**src/rtl/serdes_tx_scheduler_if.sv**
```systemverilog
// rtl/serdes_tx_scheduler_if.sv - word-source handshake and serial output bundle
interface serdes_tx_scheduler_if #(
  parameter int DATA_W = 8
);
  logic              req0;
  logic [DATA_W-1:0] data0;
  logic              req1;
  logic [DATA_W-1:0] data1;
  logic              gnt0;
  logic              gnt1;
  logic              busy;
  logic              done;
  logic              ser_out;

  // Word sources drive requests and data; the scheduler answers with grants and the line
  modport master (
    output req0, data0, req1, data1,
    input  gnt0, gnt1, busy, done, ser_out
  );

  modport slave (
    input  req0, data0, req1, data1,
    output gnt0, gnt1, busy, done, ser_out
  );
endinterface

```
**src/rtl/serdes_tx_scheduler.sv**
```systemverilog
// rtl/serdes_tx_scheduler.sv - round-robin word arbiter and framed serializer
module serdes_tx_scheduler #(
  parameter int DATA_W    = 8,
  parameter int BIT_DIV   = 4,
  parameter int PARITY_EN = 1
) (
  input  logic                   CLOCK_50,
  input  logic                   reset,
  serdes_tx_scheduler_if.slave   bus
);
  localparam int CW = (BIT_DIV > 1) ? $clog2(BIT_DIV) : 1;
  localparam int IW = $clog2(DATA_W + 1);
  localparam logic [CW-1:0] LP_CNT_MAX = CW'(BIT_DIV - 1);
  localparam logic [IW-1:0] LP_IDX_MAX = IW'(DATA_W - 1);
  localparam bit LP_PAR = (PARITY_EN != 0);

  typedef enum logic [2:0] {IDLE, START, DATA, PARITY, STOP} state_t;

  state_t            r_state, w_state_nxt;
  logic [CW-1:0]     r_cnt, w_cnt_nxt;
  logic [IW-1:0]     r_idx, w_idx_nxt;
  logic [DATA_W-1:0] r_shift, w_shift_nxt;
  logic              r_par, w_par_nxt;
  logic              r_last, w_last_nxt;
  logic              r_gnt0, w_gnt0_nxt;
  logic              r_gnt1, w_gnt1_nxt;
  logic              r_busy, w_busy_nxt;
  logic              r_done, w_done_nxt;
  logic              r_ser, w_ser_nxt;
  logic              w_bit_end;
  logic              w_pick1;

  assign w_bit_end = (r_cnt == LP_CNT_MAX);
  // Requester 1 wins when alone, or in contention when requester 0 was served last
  assign w_pick1   = bus.req1 && (!bus.req0 || !r_last);

  // State register; every output is a flop so ser_out cannot glitch
  always_ff @(posedge CLOCK_50 or posedge reset) begin
    if (reset) begin
      r_state <= IDLE;
      r_cnt   <= '0;
      r_idx   <= '0;
      r_shift <= '0;
      r_par   <= 1'b0;
      r_last  <= 1'b1;
      r_gnt0  <= 1'b0;
      r_gnt1  <= 1'b0;
      r_busy  <= 1'b0;
      r_done  <= 1'b0;
      r_ser   <= 1'b1;
    end else begin
      r_state <= w_state_nxt;
      r_cnt   <= w_cnt_nxt;
      r_idx   <= w_idx_nxt;
      r_shift <= w_shift_nxt;
      r_par   <= w_par_nxt;
      r_last  <= w_last_nxt;
      r_gnt0  <= w_gnt0_nxt;
      r_gnt1  <= w_gnt1_nxt;
      r_busy  <= w_busy_nxt;
      r_done  <= w_done_nxt;
      r_ser   <= w_ser_nxt;
    end
  end

  // Next state plus the output values that will be visible in the next cycle
  always_comb begin
    w_state_nxt = r_state;
    w_cnt_nxt   = r_cnt + 1'b1;
    w_idx_nxt   = r_idx;
    w_shift_nxt = r_shift;
    w_par_nxt   = r_par;
    w_last_nxt  = r_last;
    w_gnt0_nxt  = 1'b0;
    w_gnt1_nxt  = 1'b0;
    w_done_nxt  = 1'b0;
    w_ser_nxt   = 1'b1;
    unique case (r_state)
      IDLE: begin
        w_cnt_nxt = '0;
        if (bus.req0 || bus.req1) begin
          w_state_nxt = START;
          w_last_nxt  = w_pick1;
          w_gnt0_nxt  = !w_pick1;
          w_gnt1_nxt  = w_pick1;
          w_shift_nxt = w_pick1 ? bus.data1 : bus.data0;
          w_par_nxt   = w_pick1 ? ^bus.data1 : ^bus.data0;
          w_ser_nxt   = 1'b0;
        end
      end
      START: begin
        w_ser_nxt = 1'b0;
        if (w_bit_end) begin
          w_state_nxt = DATA;
          w_cnt_nxt   = '0;
          w_idx_nxt   = '0;
          w_ser_nxt   = r_shift[0];
        end
      end
      DATA: begin
        w_ser_nxt = r_shift[0];
        if (w_bit_end) begin
          w_cnt_nxt   = '0;
          w_shift_nxt = r_shift >> 1;
          w_idx_nxt   = r_idx + 1'b1;
          if (r_idx == LP_IDX_MAX) begin
            w_state_nxt = LP_PAR ? PARITY : STOP;
            w_ser_nxt   = LP_PAR ? r_par : 1'b1;
          end else begin
            w_ser_nxt = w_shift_nxt[0];
          end
        end
      end
      PARITY: begin
        w_ser_nxt = r_par;
        if (w_bit_end) begin
          w_state_nxt = STOP;
          w_cnt_nxt   = '0;
          w_ser_nxt   = 1'b1;
        end
      end
      STOP: begin
        if (w_bit_end) begin
          w_state_nxt = IDLE;
          w_cnt_nxt   = '0;
          w_done_nxt  = 1'b1;
        end
      end
      default: begin
        w_state_nxt = IDLE;
        w_cnt_nxt   = '0;
      end
    endcase
    w_busy_nxt = (w_state_nxt != IDLE);
  end

  assign bus.gnt0    = r_gnt0;
  assign bus.gnt1    = r_gnt1;
  assign bus.busy    = r_busy;
  assign bus.done    = r_done;
  assign bus.ser_out = r_ser;
endmodule
```
**src/flat_wrapper.sv**
```systemverilog
// flat-port wrapper written by rule: the top's interface ports become plain ports
module serdes_tx_scheduler_flat 
#(
  parameter int DATA_W    = 8,
  parameter int BIT_DIV   = 4,
  parameter int PARITY_EN = 1
)
  (CLOCK_50, reset, bus_req0, bus_data0, bus_req1, bus_data1, bus_gnt0, bus_gnt1, bus_busy, bus_done, bus_ser_out);
  serdes_tx_scheduler_if #(.DATA_W(DATA_W)) bus_i ();
  input  logic CLOCK_50;
  input  logic reset;
  input wire logic [$bits(bus_i.req0)-1:0] bus_req0;
  input wire logic [$bits(bus_i.data0)-1:0] bus_data0;
  input wire logic [$bits(bus_i.req1)-1:0] bus_req1;
  input wire logic [$bits(bus_i.data1)-1:0] bus_data1;
  output wire logic [$bits(bus_i.gnt0)-1:0] bus_gnt0;
  output wire logic [$bits(bus_i.gnt1)-1:0] bus_gnt1;
  output wire logic [$bits(bus_i.busy)-1:0] bus_busy;
  output wire logic [$bits(bus_i.done)-1:0] bus_done;
  output wire logic [$bits(bus_i.ser_out)-1:0] bus_ser_out;
  assign bus_i.req0 = bus_req0;
  assign bus_i.data0 = bus_data0;
  assign bus_i.req1 = bus_req1;
  assign bus_i.data1 = bus_data1;
  assign bus_gnt0 = bus_i.gnt0;
  assign bus_gnt1 = bus_i.gnt1;
  assign bus_busy = bus_i.busy;
  assign bus_done = bus_i.done;
  assign bus_ser_out = bus_i.ser_out;
  serdes_tx_scheduler #(.DATA_W(DATA_W), .BIT_DIV(BIT_DIV), .PARITY_EN(PARITY_EN)) u_core (.CLOCK_50(CLOCK_50), .reset(reset), .bus(bus_i));
endmodule
```
**config.mk**
```make
export PLATFORM = sky130hd
export DESIGN_NAME = serdes_tx_scheduler_flat
export DESIGN_NICKNAME = d
export VERILOG_FILES = /design/src/rtl/serdes_tx_scheduler_if.sv /design/src/rtl/serdes_tx_scheduler.sv /design/src/flat_wrapper.sv
export SDC_FILE = /design/constraint.sdc
export NUM_CORES = 1
export LEC_CHECK = 0
export ABC_CLOCK_PERIOD_IN_PS = 4400
export BUFFER_PORTS_ARGS = -buffer_cell sky130_fd_sc_hd__buf_2
export CAP_MARGIN = 20
export CORE_MARGIN = 3
export CORE_UTILIZATION = 62
export CTS_BUF_LIST = sky130_fd_sc_hd__clkbuf_2 sky130_fd_sc_hd__clkbuf_4 sky130_fd_sc_hd__clkbuf_8
export CTS_CLUSTER_DIAMETER = 30
export DETAILED_ROUTE_END_ITERATION = 16
export PLACE_DENSITY = 0.9
export SLEW_MARGIN = 20
export SYNTH_ARGS = -nofsm -noshare
export SYNTH_HDL_FRONTEND = slang
export SYNTH_SLANG_ARGS = --single-unit
```
**constraint.sdc**
```tcl
create_clock -name CLOCK_50 -period 4.4 [get_ports CLOCK_50]
set_input_delay 0.88 -clock CLOCK_50 [delete_from_list [all_inputs] [get_ports CLOCK_50]]
set_output_delay 0.88 -clock CLOCK_50 [all_outputs]
set_load 0.01 [all_outputs]
```
==> Implementation_results.wiki, run 1 <==
{| class="wikitable"
! Metric !! Value
|-
| Worst path bufs/invs || 1
|-
| Proportion of netlist area held by the largest area contributor || 38.9%
|-
| Type of element capturing the critical path || primary output
|-
| Crit-path max FO || 1
|-
| Layout Utilization || 75.0%
|-
| Status || finished, final reports clean
|-
| Min Tclk post-route || 1.83 ns
|-
| Count of unique library cells instantiated by Yosys || 42
|-
| Power per Cell Area || 349 mW/mm2
|-
| Die height || 53.8 um
|-
| Total routing resource utilization after global routing || 21.8%
|-
| Clk_lat worst skew || 0.31 ns
|-
| TritonCTS Buffers || 3
|-
| Post-synthesis average cell area || 9.36 um2
|-
| Max H-tree Level || 1
|-
| Buffer count from post-CTS setup fixing || 0
|-
| Adder and majority gate portion of the synthesized area || 1.77%
|-
| Setup repair after global routing missed its margin || no
|-
| Element type at the critical path start || register
|-
| Top post-synthesis cells by area || dfrtp_1, xnor2_1, nand2_1, o31ai_1, nor2_1
|-
| Delay-heaviest family, CP || flip-flops
|-
| Highest Clock Rate || 0.547 GHz
|-
| Placeable core area || 0.00206 mm2
|-
| Mux contribution to synthesized area || 2.21%
|-
| Proportion of synthesized chip area in sequential cells || 42.7%
|-
| Beginning of the worst hold path || u_core.r_cnt[0]
|-
| Final Skew || 0.00359 ns
|-
| Count of nets after finishing || 195
|-
| Launch instance of the worst register-to-register path || u_core.r_state[1]
|-
| Share of layout cells above drive strength 1 || 20.5%
|-
| Buffer type at the clock tree root || clkbuf_4
|-
| Async set-or-reset flop fraction in the synthesized netlist || 100%
|-
| Yosys warnings || 0
|-
| Critical path data arrival time || 0.95 ns
|-
| Final-layout worst hold slack || 0.448 ns
|-
| Clock transition time at the flip-flop clock pins of the worst setup and hold paths || 0.12 ns
|-
| Crit share post-route || 41.6%
|-
| Wire length of the first global-routing pass || 4530 um
|-
| Crit-path cells || buf_2
|-
| Estimated wirelength of the detail-placed design || 2150 um
|-
| Post-Synth XOR/XNOR Area || 9.91%
|-
| Number of violations of the max-capacitance limit || 0
|-
| Normalized max-slew margin || 42.1%
|-
| Total iterations of the first detailed-routing run || 4
|-
| Remaining global-route overflow || 0
|-
| Design Area, Final || 0.00155 mm2
|-
| Number of vias per cell || 5.82
|-
| Initial Util || 68.6%
|-
| Largest net degree at the start of global routing || 25
|-
| Post-synthesis simple-gate area fraction || 20.2%
|-
| Number of cells upsized or downsized after cts || 0
|-
| Worst min-delay path class || register to register
|-
| Vias in the first global route || 1017
|-
| Largest incremental delay on the critical path || 0.53 ns
|-
| Dominant combinational cell family by area after synthesis || simple AND/OR/NAND/NOR gates
|-
| Post-Syn Nets || 173
|-
| EDFF count, synth || 0
|-
| Synthesized instance count || 151
|-
| Worst path required time || 3.52 ns
|-
| WL/cell || 14.1 um
|-
| Clock tree from TritonCTS || yes
|-
| Worst setup path startpoint || u_core.bus.ser_out
|-
| Remaining routing DRC violations || 0
|-
| Port Buffers || 24
|-
| Number of vias in the routed layout || 1152
|-
| Library cell occupying the most area in the post-synthesis netlist || dfrtp_1
|-
| Max clock buf depth || 2
|-
| Count of clock tree sinks || 24
|-
| Total setup violations reported at the end of the flow || 0
|-
| Netlist Area Pre-Place || 0.00141 mm2
|-
| Peak supply drop || 0.289 mV
|-
| Die Outline Area || 0.00289 mm2
|-
| Number of antenna violations at the first check in global routing || 0
|-
| CP max stage cell || dfstp_2
|-
| Final antenna diode count || 0
|-
| Dominant cell by count in the synthesized netlist || dfrtp_1
|-
| Hold-fix buffers, CTS || 0
|-
| Number of hold violations in the final report || 0
|-
| Aggregate routed wire length || 2800 um
|-
| Synthesized-area fraction occupied by ao, oa, aoi and oai cells || 19.1%
|-
| Pins over their slew limit || 0
|-
| Measured slew at the worst slew-check pin || 0.868 ns
|-
| Commonest cells in the synthesized netlist || dfrtp_1, nand2_1, nor2_1
|-
| DRT antenna net count || 0
|-
| Post-synthesis register bit count || 24
|-
| Static Leak || 0.678 nW
|-
| Worst Path Class, Setup || register to primary output
|-
| 1st-iter DRT viols || 21
|-
| Most used DFF post-synth || dfrtp_1
|-
| Num ports || 25
|-
| Floorplan die width || 53.8 um
|-
| Post-Place Cell Area || 0.00152 mm2
|-
| Fillcell total || 138
|-
| Sum of negative setup slack || 0 ns
|-
| Synth-to-layout area growth || 9.38%
|-
| Std-Cell Rows || 16
|-
| GPL Wtd Cong || 0.840
|}
## through the flow
stage                     total power, mW  setup slack [ns]  cells
after floorplan                     0.413              2.65    151
after global placement              0.441              2.41    195
after detailed placement            0.451              2.34    195
after CTS                           0.541              2.56    198
after global routing                0.576              2.53    198
final                               0.539              2.57    198
## cell type report
cell class / count / area, um2 / area share (%)
clock buffer: 3 / 22.5 / 1.46
tap: 27 / 33.8 / 2.18
multi-input combinational: 116 / 752 / 48.6
inverter: 4 / 15.0 / 0.971
sequential: 24 / 603 / 39.0
timing repair buffer: 24 / 120 / 7.77
## cell usage in the layout (no fill, tap or decap), drive strengths merged, types with 2 or more instances in the layout
master / instances
nor4: 2
o211ai: 2
nor3: 3
and2: 2
mux2i: 2
buf: 24
ha: 2
nand2: 18
a21oi: 7
a211oi: 7
nor2: 15
inv: 4
o31ai: 8
xor2: 3
dfrtp: 22
xnor2: 13
dfstp: 2
clkbuf: 3
o21ai: 9
nor2b: 8
## routing by layer
| metal | vias to the layer above | track usage (%) | part of all wire [%] | routed length, um |
|---|---|---|---|---|
| met4 | 0 | 8.09 | 1.3 | 36 |
| li1 | 572 | - | - | - |
| met2 | 41 | 33.7 | 47 | 1310 |
| met5 | - | 0 | 0 | 0 |
| met1 | 534 | 30.1 | 45 | 1270 |
| met3 | 5 | 4.16 | 6.3 | 176 |
## cells by family (layout without fill, tap and decap cells)
group | Yosys count | after routing
buffers and inverters | 11 | 31
AO/OA/AOI/OAI | 39 | 39
XOR/XNOR | 16 | 16
adder cells (fa/ha/maj) | 2 | 2
flip-flops | 24 | 24
AND/OR/NAND/NOR | 56 | 56
multiplexers | 3 | 3
## registers in the layout, summed over array words and instances, names as in the netlist
register	cells
u_core.bus.busy	1
u_core.bus.done	1
u_core.bus.gnt0	1
u_core.bus.gnt1	1
u_core.bus.ser_out	1
u_core.r_cnt	2
u_core.r_idx	4
u_core.r_last	1
u_core.r_par	1
u_core.r_shift	8
u_core.r_state	3
## worst paths after layout
path	cells past startpoint	to	slack [ns]
max reg2reg	4	u_core.r_shift[0]	2.69
min	1	u_core.r_cnt[0]	0.45
max in group asynchronous	2	u_core.r_shift[1]	3.14
min reg2reg	1	u_core.r_cnt[0]	0.45
max	1	bus_ser_out	2.57
min in group asynchronous	2	u_core.r_idx[2]	0.73
## power by group
part           total (mW)  switching (mW)  internal (mW)
sequential          0.287          0.0335          0.254
combinational       0.162          0.0899         0.0716
clock              0.0906          0.0586         0.0320
total               0.539           0.182          0.357
Power figures use the tool's default switching activity.
==> inputs of run 2 (changes only) <==
--- a/config.mk
+++ b/config.mk
@@ -5,15 +5,15 @@
 export SDC_FILE = /design/constraint.sdc
 export NUM_CORES = 1
 export LEC_CHECK = 0
-export ABC_CLOCK_PERIOD_IN_PS = 4400
+export ABC_CLOCK_PERIOD_IN_PS = 1500
 export BUFFER_PORTS_ARGS = -buffer_cell sky130_fd_sc_hd__buf_2
 export CAP_MARGIN = 20
 export CORE_MARGIN = 3
-export CORE_UTILIZATION = 62
+export CORE_UTILIZATION = 52
 export CTS_BUF_LIST = sky130_fd_sc_hd__clkbuf_2 sky130_fd_sc_hd__clkbuf_4 sky130_fd_sc_hd__clkbuf_8
 export CTS_CLUSTER_DIAMETER = 30
 export DETAILED_ROUTE_END_ITERATION = 16
-export PLACE_DENSITY = 0.9
+export PLACE_DENSITY = 0.81
 export SLEW_MARGIN = 20
 export SYNTH_ARGS = -nofsm -noshare
 export SYNTH_HDL_FRONTEND = slang
==> constraint.sdc (replaced) <==
create_clock -name CLOCK_50 -period 1.5 [get_ports CLOCK_50]
set_input_delay 0.3 -clock CLOCK_50 [delete_from_list [all_inputs] [get_ports CLOCK_50]]
set_output_delay 0.3 -clock CLOCK_50 [all_outputs]
set_load 0.01 [all_outputs]
==> Implementation_results.wiki, run 2 (synthesized netlist as in run 1, its figures left out) <==
{| class="wikitable"
! Metric !! Value
|-
| Status || finished, final reports clean
|-
| Estimated wirelength of the detail-placed design || 2270 um (+5.6%)
|-
| Worst reg2reg endpoint || u_core.bus.ser_out
|-
| Count of clock tree sinks || 24 (unchanged)
|-
| Num ports || 25 (unchanged)
|-
| Launch instance of the worst register-to-register path || u_core.r_idx[1]
|-
| Largest net degree at the start of global routing || 25 (unchanged)
|-
| Registers with the most flip-flops || u_core.r_shift x8, u_core.r_idx x4, u_core.r_state x3
|-
| Non-filler instance count after layout || 213 (+7.6%)
|-
| Largest incremental delay on the critical path || 0.40 ns (-0.13 ns)
|-
| Leading cell type in the layout, fill and taps excluded || buf_2
|-
| Setup repair after global routing missed its margin || yes
|-
| Worst Path Class, Setup || register to register
|-
| Normalized max-slew margin || 72.7% (+31 points)
|-
| Remaining global-route overflow || 0 (unchanged)
|-
| Initial Util || 56.1% (-13 points)
|-
| Worst min-delay path class || input port to asynchronous set/reset pin
|-
| Crit share post-route || 96.0%
|-
| Combined area of the multi-input logic cells || 786 um2 (+4.5%)
|-
| Highest Clock Rate || 0.694 GHz
|-
| Reg with most FFs || u_core.r_shift
|-
| R2r worst-path depth || 5 (+1)
|-
| Measured slew at the worst slew-check pin || 0.408 ns (-0.460 ns)
|-
| Element type at the critical path start || register
|-
| Count of nets after finishing || 207 (+6.2%)
|-
| Clock transition time at the flip-flop clock pins of the worst setup and hold paths || 0.12 ns (about the same)
|-
| Worst path required time || 1.72 ns (-1.80 ns)
|-
| CP Capture Point || u_core.bus.ser_out
|-
| Layout Utilization || 66.4% (-8.6 points)
|-
| Number of flip-flops under the largest register name || 8 (unchanged)
|-
| Max H-tree Level || 1 (unchanged)
|-
| Total setup violations reported at the end of the flow || 0 (unchanged)
|-
| 1st-iter DRT viols || 55 (+160%)
|-
| Max clock buf depth || 2 (unchanged)
|-
| Leading cell types in the layout, fill and taps excluded || buf_2, dfrtp_1, nand2_1, nor2_1, xnor2_1
|-
| Static Leak || 0.739 nW (+9.0%)
|-
| Stages on worst setup path || 5 (+4)
|-
| Worst setup path startpoint || u_core.r_idx[1]
|-
| Buffer type at the clock tree root || clkbuf_4
|-
| Fillcell total || 210 (+52%)
|-
| Total area of sequential cells || 603 um2 (unchanged)
|-
| Share of layout cells above drive strength 1 || 27.3% (+6.9 points)
|-
| Std-Cell Rows || 18 (+2)
|-
| Critical path data arrival time || 1.66 ns (+0.71 ns)
|-
| Remaining routing DRC violations || 0 (unchanged)
|-
| Peak supply drop || 0.671 mV (+130%)
|-
| Reg2reg setup slack || 0.06 ns (-2.63 ns)
|-
| Final antenna diode count || 0 (unchanged)
|-
| Total iterations of the first detailed-routing run || 4 (unchanged)
|-
| Type of element capturing the critical path || register
|-
| Wire length of the first global-routing pass || 5130 um (+13%)
|-
| Number of vias in the routed layout || 1222 (+6.1%)
|-
| Overall Power || 1.67 mW (+210%)
|-
| Number of cells after detailed placement || 207 (+6.2%)
|-
| Worst path bufs/invs || 0 (-1)
|-
| Power per Cell Area || 997 mW/mm2 (+190%)
|-
| Clk_lat worst skew || 0.30 ns (about the same)
|-
| Clock tree from TritonCTS || yes
|-
| Number of violations of the max-capacitance limit || 0 (unchanged)
|-
| Pins over their slew limit || 0 (unchanged)
|-
| DRT antenna net count || 0 (unchanged)
|-
| Placeable core area || 0.00252 mm2 (+22%)
|-
| Crit-path cells || ha_2 -> nand3b_1 -> mux2_4 -> o211ai_1 -> nand4_1
|-
| CP max stage cell || dfrtp_1
|-
| Die Outline Area || 0.00338 mm2 (+17%)
|-
| Vias in the first global route || 1228 (+21%)
|-
| Port Buffers || 24 (unchanged)
|-
| WL/cell || 13.8 um (-2.5%)
|-
| Die height || 58.1 um (+8.2%)
|-
| Min Tclk post-route || 1.44 ns
|-
| Number of antenna violations at the first check in global routing || 0 (unchanged)
|-
| Crit-path max FO || 3 (+2)
|-
| Total routing resource utilization after global routing || 19.5% (-2.3 points)
|-
| Aggregate routed wire length || 2940 um (+4.9%)
|-
| Synth-to-layout area growth || 18.4%
|-
| Number of vias per cell || 5.74 (-1.4%)
|-
| GPL Wtd Cong || 0.879 (+4.6%)
|-
| Floorplan die width || 58.1 um (+8.2%)
|-
| TritonCTS Buffers || 3 (unchanged)
|-
| Final Skew || 0.00386 ns (+0.000269 ns)
|-
| Number of hold violations in the final report || 0 (unchanged)
|-
| Delay-heaviest family, CP || flip-flops
|}
-- run 2: where the power goes --
| part | switching (mW) | internal [mW] |
|---|---|---|
| Clock | 0.171 | 0.0936 |
| Combinational | 0.316 | 0.268 |
| Sequential | 0.0754 | 0.745 |
| Total | 0.563 | 1.11 |
-- run 2: worst min-delay path by stage --
stage,cells past startpoint,start,to
finish,3,reset,u_core.bus.busy
CTS,3,reset,u_core.bus.busy
floorplan,1,reset,u_core.bus.busy
detailed placement,3,reset,u_core.bus.busy
global route,3,reset,u_core.r_idx[1]
global placement,3,reset,u_core.bus.busy
-- run 2: through the flow --
step / cell area, um2 / setup TNS (ns) / hold WS [ns] / worst slack, ns
after CTS: 1630 / -0.200 / 0.0198 / -0.0333
after global routing: 1670 / -0.00833 / 0.0392 / -0.00833
final: 1670 / 0 / 0.0113 / 0.0601
after floorplan: 1410 / 0 / 0.313 / 0.125
after detailed placement: 1600 / -0.112 / 0.356 / -0.0291
after global placement: 1600 / 0 / 0.353 / 0.0597
-- run 2: repair_timing --
action,CTS,global route
gates resized for setup,0,6
endpoints found under the setup margin,9,14
endpoints found under the hold margin,0,0
hold buffers,0,0
pin swaps,0,4
setup buffers,1,2
-- run 2: worst register-to-register path, stage by stage (launching register included) --
cell and delay (ns):
dfrtp_1 0.40, ha_2 0.20, nand3b_1 0.14, mux2_4 0.31, o211ai_1 0.19, nand4_1 0.13
-- run 2: layer usage --
layer  track usage (%)  vias up  part of all wire (%)
met5                 0        -                     0
met4              4.30        0                  0.44
met3              2.67        2                   5.8
met2              35.5       46                    50
met1              24.4      583                    44
li1                  -      591                     -
-- run 2: layout make-up --
class,instances,area share [%]
Clock buffer,3,1.35
Inverter,4,0.897
Multi-Input combinational cell,116,46.9
Sequential cell,24,36.0
Tap cell,30,2.24
Timing Repair Buffer,36,12.6
==> inputs of run 3 (changes only) <==
--- a/config.mk
+++ b/config.mk
@@ -8,6 +8,7 @@
 export ABC_CLOCK_PERIOD_IN_PS = 1500
 export BUFFER_PORTS_ARGS = -buffer_cell sky130_fd_sc_hd__buf_2
 export CAP_MARGIN = 20
+export CORE_ASPECT_RATIO = 0.7
 export CORE_MARGIN = 3
 export CORE_UTILIZATION = 52
 export CTS_BUF_LIST = sky130_fd_sc_hd__clkbuf_2 sky130_fd_sc_hd__clkbuf_4 sky130_fd_sc_hd__clkbuf_8
@@ -18,3 +19,4 @@
 export SYNTH_ARGS = -nofsm -noshare
 export SYNTH_HDL_FRONTEND = slang
 export SYNTH_SLANG_ARGS = --single-unit
+export TNS_END_PERCENT = 50
==> Implementation_results.wiki, run 3 (synthesized netlist as in run 1, its figures left out) <==
{| class="wikitable"
! Metric !! Value
|-
| Registers with the most flip-flops || u_core.r_shift x8, u_core.r_idx x4, u_core.r_state x3
|-
| Crit-path max FO || 7 (+4)
|-
| Clock tree from TritonCTS || yes
|-
| Placeable core area || 0.00253 mm2 (+0.45%)
|-
| Max clock buf depth || 2 (unchanged)
|-
| WL/cell || 15.6 um (+13%)
|-
| Total setup violations reported at the end of the flow || 0 (unchanged)
|-
| Highest Clock Rate || 0.675 GHz (-2.8%)
|-
| Min Tclk post-route || 1.48 ns (+0.0413 ns)
|-
| 1st-iter DRT viols || 107 (+95%)
|-
| Static Leak || 0.779 nW (+5.4%)
|-
| Total routing resource utilization after global routing || 20.7% (+1.2 points)
|-
| Worst Path Class, Setup || register to register
|-
| Number of flip-flops under the largest register name || 8 (unchanged)
|-
| Num ports || 25 (unchanged)
|-
| Die height || 49.6 um (-15%)
|-
| Worst min-delay path class || input port to asynchronous set/reset pin
|-
| Pins over their slew limit || 0 (unchanged)
|-
| Met3 Resource Use GR || 6.38% (+3.7 points)
|-
| Number of antenna violations at the first check in global routing || 0 (unchanged)
|-
| Buffer type at the clock tree root || clkbuf_8
|-
| Final antenna diode count || 0 (unchanged)
|-
| CP Capture Point || u_core.r_par
|-
| Worst setup path startpoint || u_core.r_last
|-
| Die Outline Area || 0.00339 mm2 (+0.29%)
|-
| Port Buffers || 24 (unchanged)
|-
| Leading cell types in the layout, fill and taps excluded || buf_2, dfrtp_1, nand2_1, buf_4, nor2_1
|-
| Total iterations of the first detailed-routing run || 4 (unchanged)
|-
| Normalized max-slew margin || 72.9% (+0.25 points)
|-
| Worst reg2reg endpoint || u_core.r_par
|-
| Largest net degree at the start of global routing || 25 (unchanged)
|-
| Sum of negative setup slack || 0 ns (unchanged)
|-
| Number of vias in the routed layout || 1273 (+4.2%)
|-
| Leading cell type in the layout, fill and taps excluded || buf_2
|-
| Remaining global-route overflow || 0 (unchanged)
|-
| Met1 global-route usage || 30.5% (+6.1 points)
|-
| Worst path required time || 1.65 ns (-0.07 ns)
|-
| Wire length of the first global-routing pass || 5190 um (+1.1%)
|-
| Element type at the critical path start || register
|-
| Met2 global-route usage || 29.9% (-5.6 points)
|-
| Status || finished, final reports clean
|-
| Number of cells after detailed placement || 213 (+2.9%)
|-
| Critical path data arrival time || 1.63 ns (-0.03 ns)
|-
| Synth-to-layout area growth || 24.2%
|-
| Aggregate routed wire length || 3490 um (+19%)
|-
| Count of clock tree sinks || 24 (unchanged)
|-
| Number of hold violations in the final report || 0 (unchanged)
|-
| Final Skew || 0.00968 ns (+0.00582 ns)
|-
| Estimated wirelength of the detail-placed design || 2400 um (+5.7%)
|-
| Non-filler instance count after layout || 223 (+4.7%)
|-
| Reg with most FFs || u_core.r_shift
|-
| Crit share post-route || 98.7% (+2.8 points)
|-
| Reg2reg setup slack || 0.02 ns (-0.04 ns)
|-
| Vias in the first global route || 1079 (-12%)
|-
| Max H-tree Level || 1 (unchanged)
|-
| Type of element capturing the critical path || register
|-
| Number of vias per cell || 5.71 (-0.50%)
|-
| Std-Cell Rows || 15 (-3)
|-
| Measured slew at the worst slew-check pin || 0.404 ns (-0.00380 ns)
|-
| Global route hottest layer || met1
|-
| Peak supply drop || 0.660 mV (-1.6%)
|-
| Launch instance of the worst register-to-register path || u_core.r_last
|-
| Share of layout cells above drive strength 1 || 29.6% (+2.3 points)
|-
| Floorplan die width || 68.3 um (+18%)
|-
| Number of violations of the max-capacitance limit || 0 (unchanged)
|-
| GPL Wtd Cong || 0.867 (-1.4%)
|-
| Count of nets after finishing || 212 (+2.4%)
|-
| Clock transition time at the flip-flop clock pins of the worst setup and hold paths || 0.09 ns (-0.03 ns)
|-
| DRT antenna net count || 0 (unchanged)
|-
| Initial Util || 55.8% (-0.25 points)
|-
| Remaining routing DRC violations || 0 (unchanged)
|-
| R2r worst-path depth || 4 (-1)
|-
| Overall Power || 1.99 mW (+19%)
|-
| Power per Cell Area || 1130 mW/mm2 (+14%)
|-
| TritonCTS Buffers || 3 (unchanged)
|-
| Clk_lat worst skew || 0.27 ns (-0.03 ns)
|-
| Fillcell total || 193 (-8.1%)
|}
run 3: what timing repair did:
action	4_1_cts	5_1_grt
buffers inserted	0	5
gates resized for setup	1	3
hold buffers	0	0
gates cloned	0	1
endpoints found under the setup margin	6	11
pin swaps	0	1
run 3: how the worst min path moves through the flow:
stage / slack, ns / end / startpoint / cells after the start
floorplan: 0.31 / u_core.bus.busy / reset / 1
global placement: 0.35 / u_core.r_shift[1] / reset / 3
detailed placement: 0.36 / u_core.r_shift[3] / reset / 3
CTS: 0.07 / u_core.r_shift[3] / reset / 3
global route: 0.08 / u_core.r_shift[3] / reset / 3
finish: 0.05 / u_core.r_shift[3] / reset / 3
run 3: cell type report:
class                   count  area, um2  share of cell area [%]
well taps                  34       42.5                    2.42
repair buffers             40        240                    13.7
multi-input cells         117        783                    44.6
clock inverters             1       30.0                    1.71
flip-flops and latches     24        603                    34.4
inverters                   4       15.0                   0.855
clock buffers               3       41.3                    2.35
run 3: where the power goes:
part,total (mW),internal [mW],switching [mW]
sequential,0.824,0.745,0.0788
clock,0.561,0.357,0.204
combinational,0.603,0.267,0.335
run 3: critical path, stage by stage, from the launching register on:
cell	delay, ns
dfstp_2	0.59
a21boi_2	0.14
buf_4	0.16
and2_1	0.16
a221o_1	0.31
run 3: stage by stage:
step	cell area, um2	worst slack [ns]	hold slack [ns]	utilization, %
after global placement	1620	0.0118	0.352	63.8
final	1760	0.0188	0.0543	69.3
after detailed placement	1620	-0.0552	0.363	63.8
after CTS	1700	0.00700	0.0666	66.9
after floorplan	1410	0.125	0.313	-
after global routing	1760	-0.0347	0.0800	69.3
run 3: metal layers:
| metal | part of all wire (%) | routed length [um] | up-vias |
|---|---|---|---|
| li1 | - | - | 613 |
| met1 | 46 | 1620 | 613 |
| met2 | 46 | 1600 | 39 |
| met3 | 6.4 | 224 | 8 |
| met4 | 1.3 | 44 | 0 |
| met5 | 0 | 0 | - |
